## config.mk

```make
export PLATFORM = sky130hd
export DESIGN_NAME = serial_word_driver
export DESIGN_NICKNAME = d
export VERILOG_FILES = /design/src/rtl/serial_word_driver_pkg.sv /design/src/rtl/serial_word_driver_phase_tick.sv /design/src/rtl/serial_word_driver.sv
export SDC_FILE = /design/constraint.sdc
export NUM_CORES = 1
export LEC_CHECK = 0
export ABC_CLOCK_PERIOD_IN_PS = 1700
export CAP_MARGIN = 40
export CORE_AREA = 2 2 69 71
export DETAILED_ROUTE_END_ITERATION = 8
export DIE_AREA = 0 0 71 73
export PLACE_DENSITY_LB_ADDON = 0.2
export SLEW_MARGIN = 20
export SYNTH_ARGS = -nofsm -noshare
export SYNTH_HDL_FRONTEND = slang
export SYNTH_SLANG_ARGS = --single-unit
```

## constraint.sdc

```tcl
create_clock -name CP -period 1.7 [get_ports CP]
set_input_delay 0.51 -clock CP [delete_from_list [all_inputs] [get_ports CP]]
set_output_delay 0.51 -clock CP [all_outputs]
set_load 0.02 [all_outputs]
```

## src/rtl/serial_word_driver_pkg.sv

```systemverilog
// Shared definitions for serial_word_driver: FSM state encodings and the parity-width constant.
// SER_PARITY_EN adds one trailing parity bit to every word.
package serial_word_driver_pkg;

  typedef enum logic [1:0] {
    S_IDLE     = 2'd0,
    S_SHIFT_LO = 2'd1,
    S_SHIFT_HI = 2'd2,
    S_LATCH    = 2'd3
  } state_t;

`ifdef SER_PARITY_EN
  localparam int PAR_W = 1;
`else
  localparam int PAR_W = 0;
`endif

endpackage

```

## src/rtl/serial_word_driver_phase_tick.sv

```systemverilog
// Phase timer for serial_word_driver: counts DIV cycles and flags the last cycle of each phase.
module phase_tick #(
  parameter int DIV = 4
) (
  input  logic CP,
  input  logic RST,
  input  logic clr,
  output logic tick
);

  logic [7:0] cnt;

  assign tick = (cnt == 8'(DIV - 1));

  always_ff @(posedge CP or posedge RST) begin
    if (RST)              cnt <= '0;
    else if (clr || tick) cnt <= '0;
    else                  cnt <= cnt + 8'd1;
  end

endmodule

```

## src/rtl/serial_word_driver.sv

```systemverilog
// Serializes a parallel word MSB-first onto SD with shift strobe SCP, then pulses SLAT.
// Optional SER_PARITY_EN appends the XOR of the word as a final bit.
module serial_word_driver
  import serial_word_driver_pkg::*;
#(
  parameter int WIDTH = 8,
  parameter int DIV   = 4
) (
  input  logic             CP,
  input  logic             RST,
  input  logic [WIDTH-1:0] DIN,
  input  logic             VALID,
  output logic             READY,
  output logic             SD,
  output logic             SCP,
  output logic             SLAT,
  output logic             BUSY
);

  localparam int NBITS = WIDTH + PAR_W;
  localparam int CW    = $clog2(WIDTH + 2);

  state_t           state;
  logic [NBITS-1:0] shreg;
  logic [NBITS-1:0] load;
  logic [CW-1:0]    bitcnt;
  logic             tick;

  // Timer is held cleared while idle so every transfer starts on a fresh phase.
  phase_tick #(.DIV(DIV)) u_phase (
    .CP   (CP),
    .RST  (RST),
    .clr  (state == S_IDLE),
    .tick (tick)
  );

`ifdef SER_PARITY_EN
  assign load = {DIN, ^DIN};
`else
  assign load = DIN;
`endif

  always_ff @(posedge CP or posedge RST) begin
    if (RST) begin
      state  <= S_IDLE;
      shreg  <= '0;
      bitcnt <= '0;
      READY  <= 1'b1;
      BUSY   <= 1'b0;
      SD     <= 1'b0;
      SCP    <= 1'b0;
      SLAT   <= 1'b0;
    end else begin
      case (state)
        S_IDLE: if (VALID) begin
          shreg  <= load;
          bitcnt <= CW'(NBITS);
          SD     <= load[NBITS-1];
          SCP    <= 1'b0;
          READY  <= 1'b0;
          BUSY   <= 1'b1;
          state  <= S_SHIFT_LO;
        end
        S_SHIFT_LO: if (tick) begin
          SCP   <= 1'b1;
          state <= S_SHIFT_HI;
        end
        // SD only moves together with the SCP falling edge, keeping it stable around each rise.
        S_SHIFT_HI: if (tick) begin
          SCP    <= 1'b0;
          shreg  <= {shreg[NBITS-2:0], 1'b0};
          bitcnt <= bitcnt - CW'(1);
          if (bitcnt == CW'(1)) begin
            SD    <= 1'b0;
            SLAT  <= 1'b1;
            state <= S_LATCH;
          end else begin
            SD    <= shreg[NBITS-2];
            state <= S_SHIFT_LO;
          end
        end
        S_LATCH: if (tick) begin
          SLAT  <= 1'b0;
          READY <= 1'b1;
          BUSY  <= 1'b0;
          state <= S_IDLE;
        end
        default: state <= S_IDLE;
      endcase
    end
  end

endmodule

```

==> flow_summary.ini, run 1 <==
[drt]
drcViolationCount = 0
firstDrtPassIters = 4
drtIter0Drc = 38
postRouteAntennaNets = 0
routed_wl_mm = 2.57
via_count = 963
wl_per_cell_um = 12.4
vias_per_cell = 4.65

[worst_setup_path]
worst_setup_path_end_kind = flop
critPathBufInv = 1
slowest_stage = dfrtp_1
required_ns = 1.86
crit_fanout = 8
crit_arrival_ns = 1.88
crit_type = flop to flop
setup.worst_path.start_class = flop
crit_family = simple AND/OR/NAND/NOR gates
crit_chain = nor4_4, nand3_2, a211oi_4, buf_6, mux2_4
critPathMaxStageDelay_ns = 0.42

[timing]
fmax_mhz = 581
relSlewSlack = 0.798
period_share = 1.01
worst_pin_slew_ns = 0.299
slew_violations = 0
post-route-min-period_ns = 1.72
fin_worst_skew_ns = 0.0101
rsz0062_at_grt = yes
setup_slack_ns = -0.0218
tns_ns = -0.119
hold_viol = 0
setup_violations = 7

[yosys]
yosysSeqAreaShare = 0.502
syn_inst = 120
synth-seq-cells = 26
syn_area_um2 = 1300
post-synth-top-count-cell = dfrtp_1
synth_area_per_cell_um2 = 10.8
synth.area.top_cells = dfrtp_1 48%, mux2_2 11%, nor2_1 3.5%
synth_top_area_cell = dfrtp_1
synth_top_cell_area_share = 0.482
synth_warnings = 0
synth_edf_count = 0
ys.flop_type = dfrtp_1
synthArstFlopShare = 1.00
synthDistinctLibCells = 35
synth_commonest_cells = 25 x dfrtp_1, 13 x mux2_2, 12 x nor2_1
synth_nets = 134

[clocking]
cts_tree = yes
cts_max_level = 1
clk_latency_ns = 0.27
clock-sinks = 26
path_clk_slew_ns = 0.10
cts_root_buf = clkbuf_8
clk_path_buf_depth = 2
numCtsBuffers = 3
cts_setup_buffers = 0

[pwr]
powerDensity_nw_per_um2 = 1580
power.leakage_nw = 0.792
finalPower_w = 0.00278
ir_worst_vdd_mv = 0.630

[die]
coreArea_um2 = 4540
std_cell_rows = 25
io_pins = 16
start_util = 0.286
die_h_um = 73
die_area_um2 = 5180
die_w_um = 71

[run_status]
status = complete, but fails checks
violations = setup timing

[final_layout]
stdcell_area_um2 = 1750
nFillCells = 450
antenna_cells = 0
area_growth_pct = 35.1
final_util = 0.386
layout-drive-gt1-share = 0.261
layout.nets = 168

[job]
maxCapViolCount = 0

[placed_design]
dpl_worst_slack_ns = -0.256
post-dp-hpwl_mm = 1.90
dpl-instance-area_um2 = 1650
gp_congestion = 0.767
numPortBuffers = 15

[grt]
track_usage = 0.106
grt_pass1_wl_mm = 4.39
antenna_found_initial = 0
grt_start_max_net_pins = 27
grt_pass1_vias = 956
overflow = 0

[worst_hold_path]
min_path_type = flop to flop
flip-flops by register name, indices dropped and copies added (netlist names):
register and cells:
bitcnt 4, SCP 1, shreg 7, state 2, READY 1, SD 1, SLAT 1, BUSY 1
u_phase.cnt 8
placed cells by master (no fill, tap or decap), types with 2 or more instances in the layout:
| master | instances |
|---|---|
| clkbuf_8 | 3 |
| inv_1 | 11 |
| nor2b_1 | 2 |
| o22ai_1 | 3 |
| buf_4 | 16 |
| dfrtp_1 | 25 |
| mux2_2 | 6 |
| nand3_1 | 8 |
| ha_1 | 3 |
| dlygate4sd2_1 | 4 |
| xor2_1 | 5 |
| clkdlybuf4s50_1 | 10 |
| mux2_4 | 7 |
| a2bb2oi_1 | 2 |
| a21oi_1 | 3 |
| and3_1 | 3 |
| o21ai_0 | 5 |
| nor2_1 | 12 |
path summary, 6_finish.rpt:
| kind | startpoint | to | slack [ns] | cells after the start |
|---|---|---|---|---|
| worst max-delay path | u_phase.cnt[7]$_DFF_PP0_ | shreg[2]$_DFFE_PP0P_ | -0.02 | 5 |
| max in group asynchronous | RST | READY$_DFFE_PP1P_ | 0.91 | 3 |
| min in group asynchronous | RST | state[0]$_DFFE_PP0P_ | 0.57 | 3 |
| worst max register to register | u_phase.cnt[7]$_DFF_PP0_ | shreg[2]$_DFFE_PP0P_ | -0.02 | 5 |
| worst min-delay path | READY$_DFFE_PP1P_ | READY$_DFFE_PP1P_ | 0.50 | 2 |
| worst min register to register | READY$_DFFE_PP1P_ | READY$_DFFE_PP1P_ | 0.50 | 2 |
routing by layer:
| metal | vias to the layer above | GRT usage | share of wire |
|---|---|---|---|
| met4 | 0 | 0.0252 | 0.012 |
| li1 | 489 | - | - |
| met3 | 6 | 0.0180 | 0.030 |
| met1 | 453 | 0.146 | 0.48 |
| met5 | - | 0 | 0 |
| met2 | 15 | 0.175 | 0.48 |
tightest hold or removal path, cell delays in order, from the launching register on:
cell and delay [ns]:
dfstp_2 0.39, inv_1 0.04, o22ai_1 0.07
kinds of logic (layout without fill, tap and decap cells):
| family | Yosys count | after routing | synth area share |
|---|---|---|---|
| AND/OR/NAND/NOR | 33 | 33 | 0.136 |
| flip-flops | 26 | 26 | 0.502 |
| AO/OA/AOI/OAI | 24 | 24 | 0.136 |
| buffers and inverters | 15 | 48 | 0.0434 |
| multiplexers | 13 | 13 | 0.113 |
| XOR/XNOR | 6 | 6 | 0.0405 |
| adder cells (fa/ha/maj) | 3 | 3 | 0.0289 |
final cells by class:
| class | count | area (um2) | area share |
|---|---|---|---|
| flip-flops and latches | 26 | 652 | 0.372 |
| inverters | 11 | 41.3 | 0.0236 |
| repair buffers | 33 | 297 | 0.169 |
| well taps | 54 | 67.6 | 0.0385 |
| clock inverters | 1 | 30.0 | 0.0171 |
| clock buffers | 3 | 41.3 | 0.0236 |
| multi-input cells | 79 | 624 | 0.356 |
through the flow:
| stage | hold slack [ns] | std cells |
|---|---|---|
| finish | 0.502 | 207 |
| global route | 0.537 | 207 |
| CTS | 0.503 | 207 |
| floorplan | 0.469 | 120 |
| detailed placement | 0.489 | 203 |
| global placement | 0.486 | 203 |
power by group:
group / internal, W / switching, W / leakage (nW)
registers: 0.000861 / 0.000186 / 0.313
logic: 0.000653 / 0.000574 / 0.443
clock network: 0.000315 / 0.000190 / 0.0357
repair_timing:
action,in CTS,in global routing
gates cloned,0,0
hold buffers,0,0
endpoints found under the setup margin,13,9
resized for setup,14,1
pin swaps,1,1
(Power assumes the default switching activity.)
==> run 2, diff against run 1 <==
Settings changed: ABC_CLOCK_PERIOD_IN_PS 1700 to 1750, CTS_BUF_LIST from default to sky130_fd_sc_hd__clkbuf_4 sky130_fd_sc_hd__clkbuf_8, SLEW_MARGIN 20 to 10.
Clock period 1.7 ns to 1.75 ns, I/O delays scaled along.
==> flow_summary.ini, run 2 (same netlist as run 1, synthesis figures left out) <==
[run_status]
status = completed

[clocking]
cts_setup_buffers = 0
clock-sinks = 26
numCtsBuffers = 3
cts_max_level = 1
path_clk_slew_ns = 0.10
clk_path_buf_depth = 2
clk_latency_ns = 0.28
cts_tree = yes
cts_hold_buffers = 0
cts_root_buf = clkbuf_8

[grt]
antenna_found_initial = 0
track_usage = 0.115
grt_pass1_vias = 1055
grt_start_max_net_pins = 27
grt_pass1_wl_mm = 4.73
overflow = 0

[timing]
post-route-min-period_ns = 1.71
hold_viol = 0
relSlewSlack = 0.753
setup_slack_ns = 0.0352
period_share = 0.980
slew_violations = 0
setup_violations = 0
fmax_mhz = 583
rsz0062_at_grt = yes
worst_pin_slew_ns = 0.371
fin_worst_skew_ns = 0.00805

[die]
io_pins = 16
die_h_um = 73
start_util = 0.286
std_cell_rows = 25
die_w_um = 71
die_area_um2 = 5180
coreArea_um2 = 4540

[drt]
firstDrtPassIters = 4
postRouteAntennaNets = 0
via_count = 985
wl_per_cell_um = 12.7
vias_per_cell = 4.78
drcViolationCount = 0
drtIter0Drc = 47
routed_wl_mm = 2.61

[job]
maxCapViolCount = 0

[final_layout]
top_register = u_phase.cnt
nFillCells = 439
layout.nets = 167
final_cell_mix = 25 x dfrtp_1, 15 x buf_4, 12 x nor2_1, 12 x mux2_2, 11 x inv_1
antenna_cells = 0
largest_reg_flops = 8
area_growth_pct = 32.7
reg_top3 = u_phase.cnt (8), shreg (7), bitcnt (4)
layout-drive-gt1-share = 0.257
stdcell_area_um2 = 1720
mostFrequentLayoutCell = dfrtp_1

[pwr]
finalPower_w = 0.00265
powerDensity_nw_per_um2 = 1540
ir_worst_vdd_mv = 0.643
power.leakage_nw = 0.767

[worst_setup_path]
required_ns = 1.92
setup.worst_path.start_class = flop
critPathMaxStageDelay_ns = 0.42
crit_fanout = 8
slowest_stage = dfrtp_1
crit_type = flop to flop
critPathBufInv = 1
crit_family = simple AND/OR/NAND/NOR gates
crit_arrival_ns = 1.89
crit_chain = nor4_4, nand3_2, a211oi_4, buf_6, mux2_2
worst_setup_path_end_kind = flop

[worst_hold_path]
min_path_type = flop to flop

[placed_design]
gp_congestion = 0.716
dpl_worst_slack_ns = -0.230
post-dp-hpwl_mm = 1.92
numPortBuffers = 15
dpl-instance-area_um2 = 1640
## run 2: cell count changes in the layout (fill, tap and decap cells not counted), sizes merged
cell,before,now
buf,18,17
clkdlybuf4s15,1,0
dlygate4sd2,4,5
## run 2: metrics by stage
step	util	setup TNS [ns]	hold WS [ns]	std cells
detailed placement	0.362	-1.57	0.488	202
global route	0.380	-0.367	0.530	206
CTS	0.379	0	0.502	206
global placement	0.362	-1.40	0.486	202
floorplan	-	-0.215	0.469	120
finish	0.380	0	0.503	206
## run 2: worst min-delay path: stages, from the launching register on
cell	delay [ns]
dfstp_2	0.38
inv_1	0.04
o22ai_1	0.08
## run 2: worst paths after layout
check / startpoint / end / slack [ns] / cells after the start
worst max-delay path: u_phase.cnt[7]$_DFF_PP0_ / shreg[1]$_DFFE_PP0P_ / 0.04 / 5
worst min-delay path: READY$_DFFE_PP1P_ / READY$_DFFE_PP1P_ / 0.50 / 2
worst min register to register: READY$_DFFE_PP1P_ / READY$_DFFE_PP1P_ / 0.50 / 2
worst max register to register: u_phase.cnt[7]$_DFF_PP0_ / shreg[1]$_DFFE_PP0P_ / 0.04 / 5
max in group asynchronous: RST / READY$_DFFE_PP1P_ / 0.95 / 3
min in group asynchronous: RST / SCP$_DFFE_PP0P_ / 0.57 / 3
## run 2: area by class of cell
| cell class | instances | area (um2) | area share |
|---|---|---|---|
| clock buffer | 3 | 41.3 | 0.0240 |
| clock inverter | 1 | 30.0 | 0.0174 |
| inverter | 11 | 41.3 | 0.0240 |
| multi-input combinational | 79 | 602 | 0.350 |
| sequential | 26 | 652 | 0.379 |
| tap | 54 | 67.6 | 0.0392 |
| timing repair buffer | 32 | 288 | 0.167 |
## run 2: layer usage
metal,vias to the layer above,part of all wire,track usage
li1,492,-,-
met2,12,0.50,0.198
met5,-,0,0
met3,4,0.023,0.0166
met4,0,0.016,0.0503
met1,477,0.46,0.145
## run 2: what timing repair did
item                       4_1_cts  5_1_grt
cloned                           0        0
setup endpoints to repair       12        8
gates resized for setup          7        1
pin swaps                        0        0
## run 2: power breakdown
| part | switching [W] | internal [W] | total, W |
|---|---|---|---|
| clock | 0.000199 | 0.000307 | 0.000506 |
| sequential | 0.000197 | 0.000835 | 0.00103 |
| combinational | 0.000536 | 0.000573 | 0.00111 |
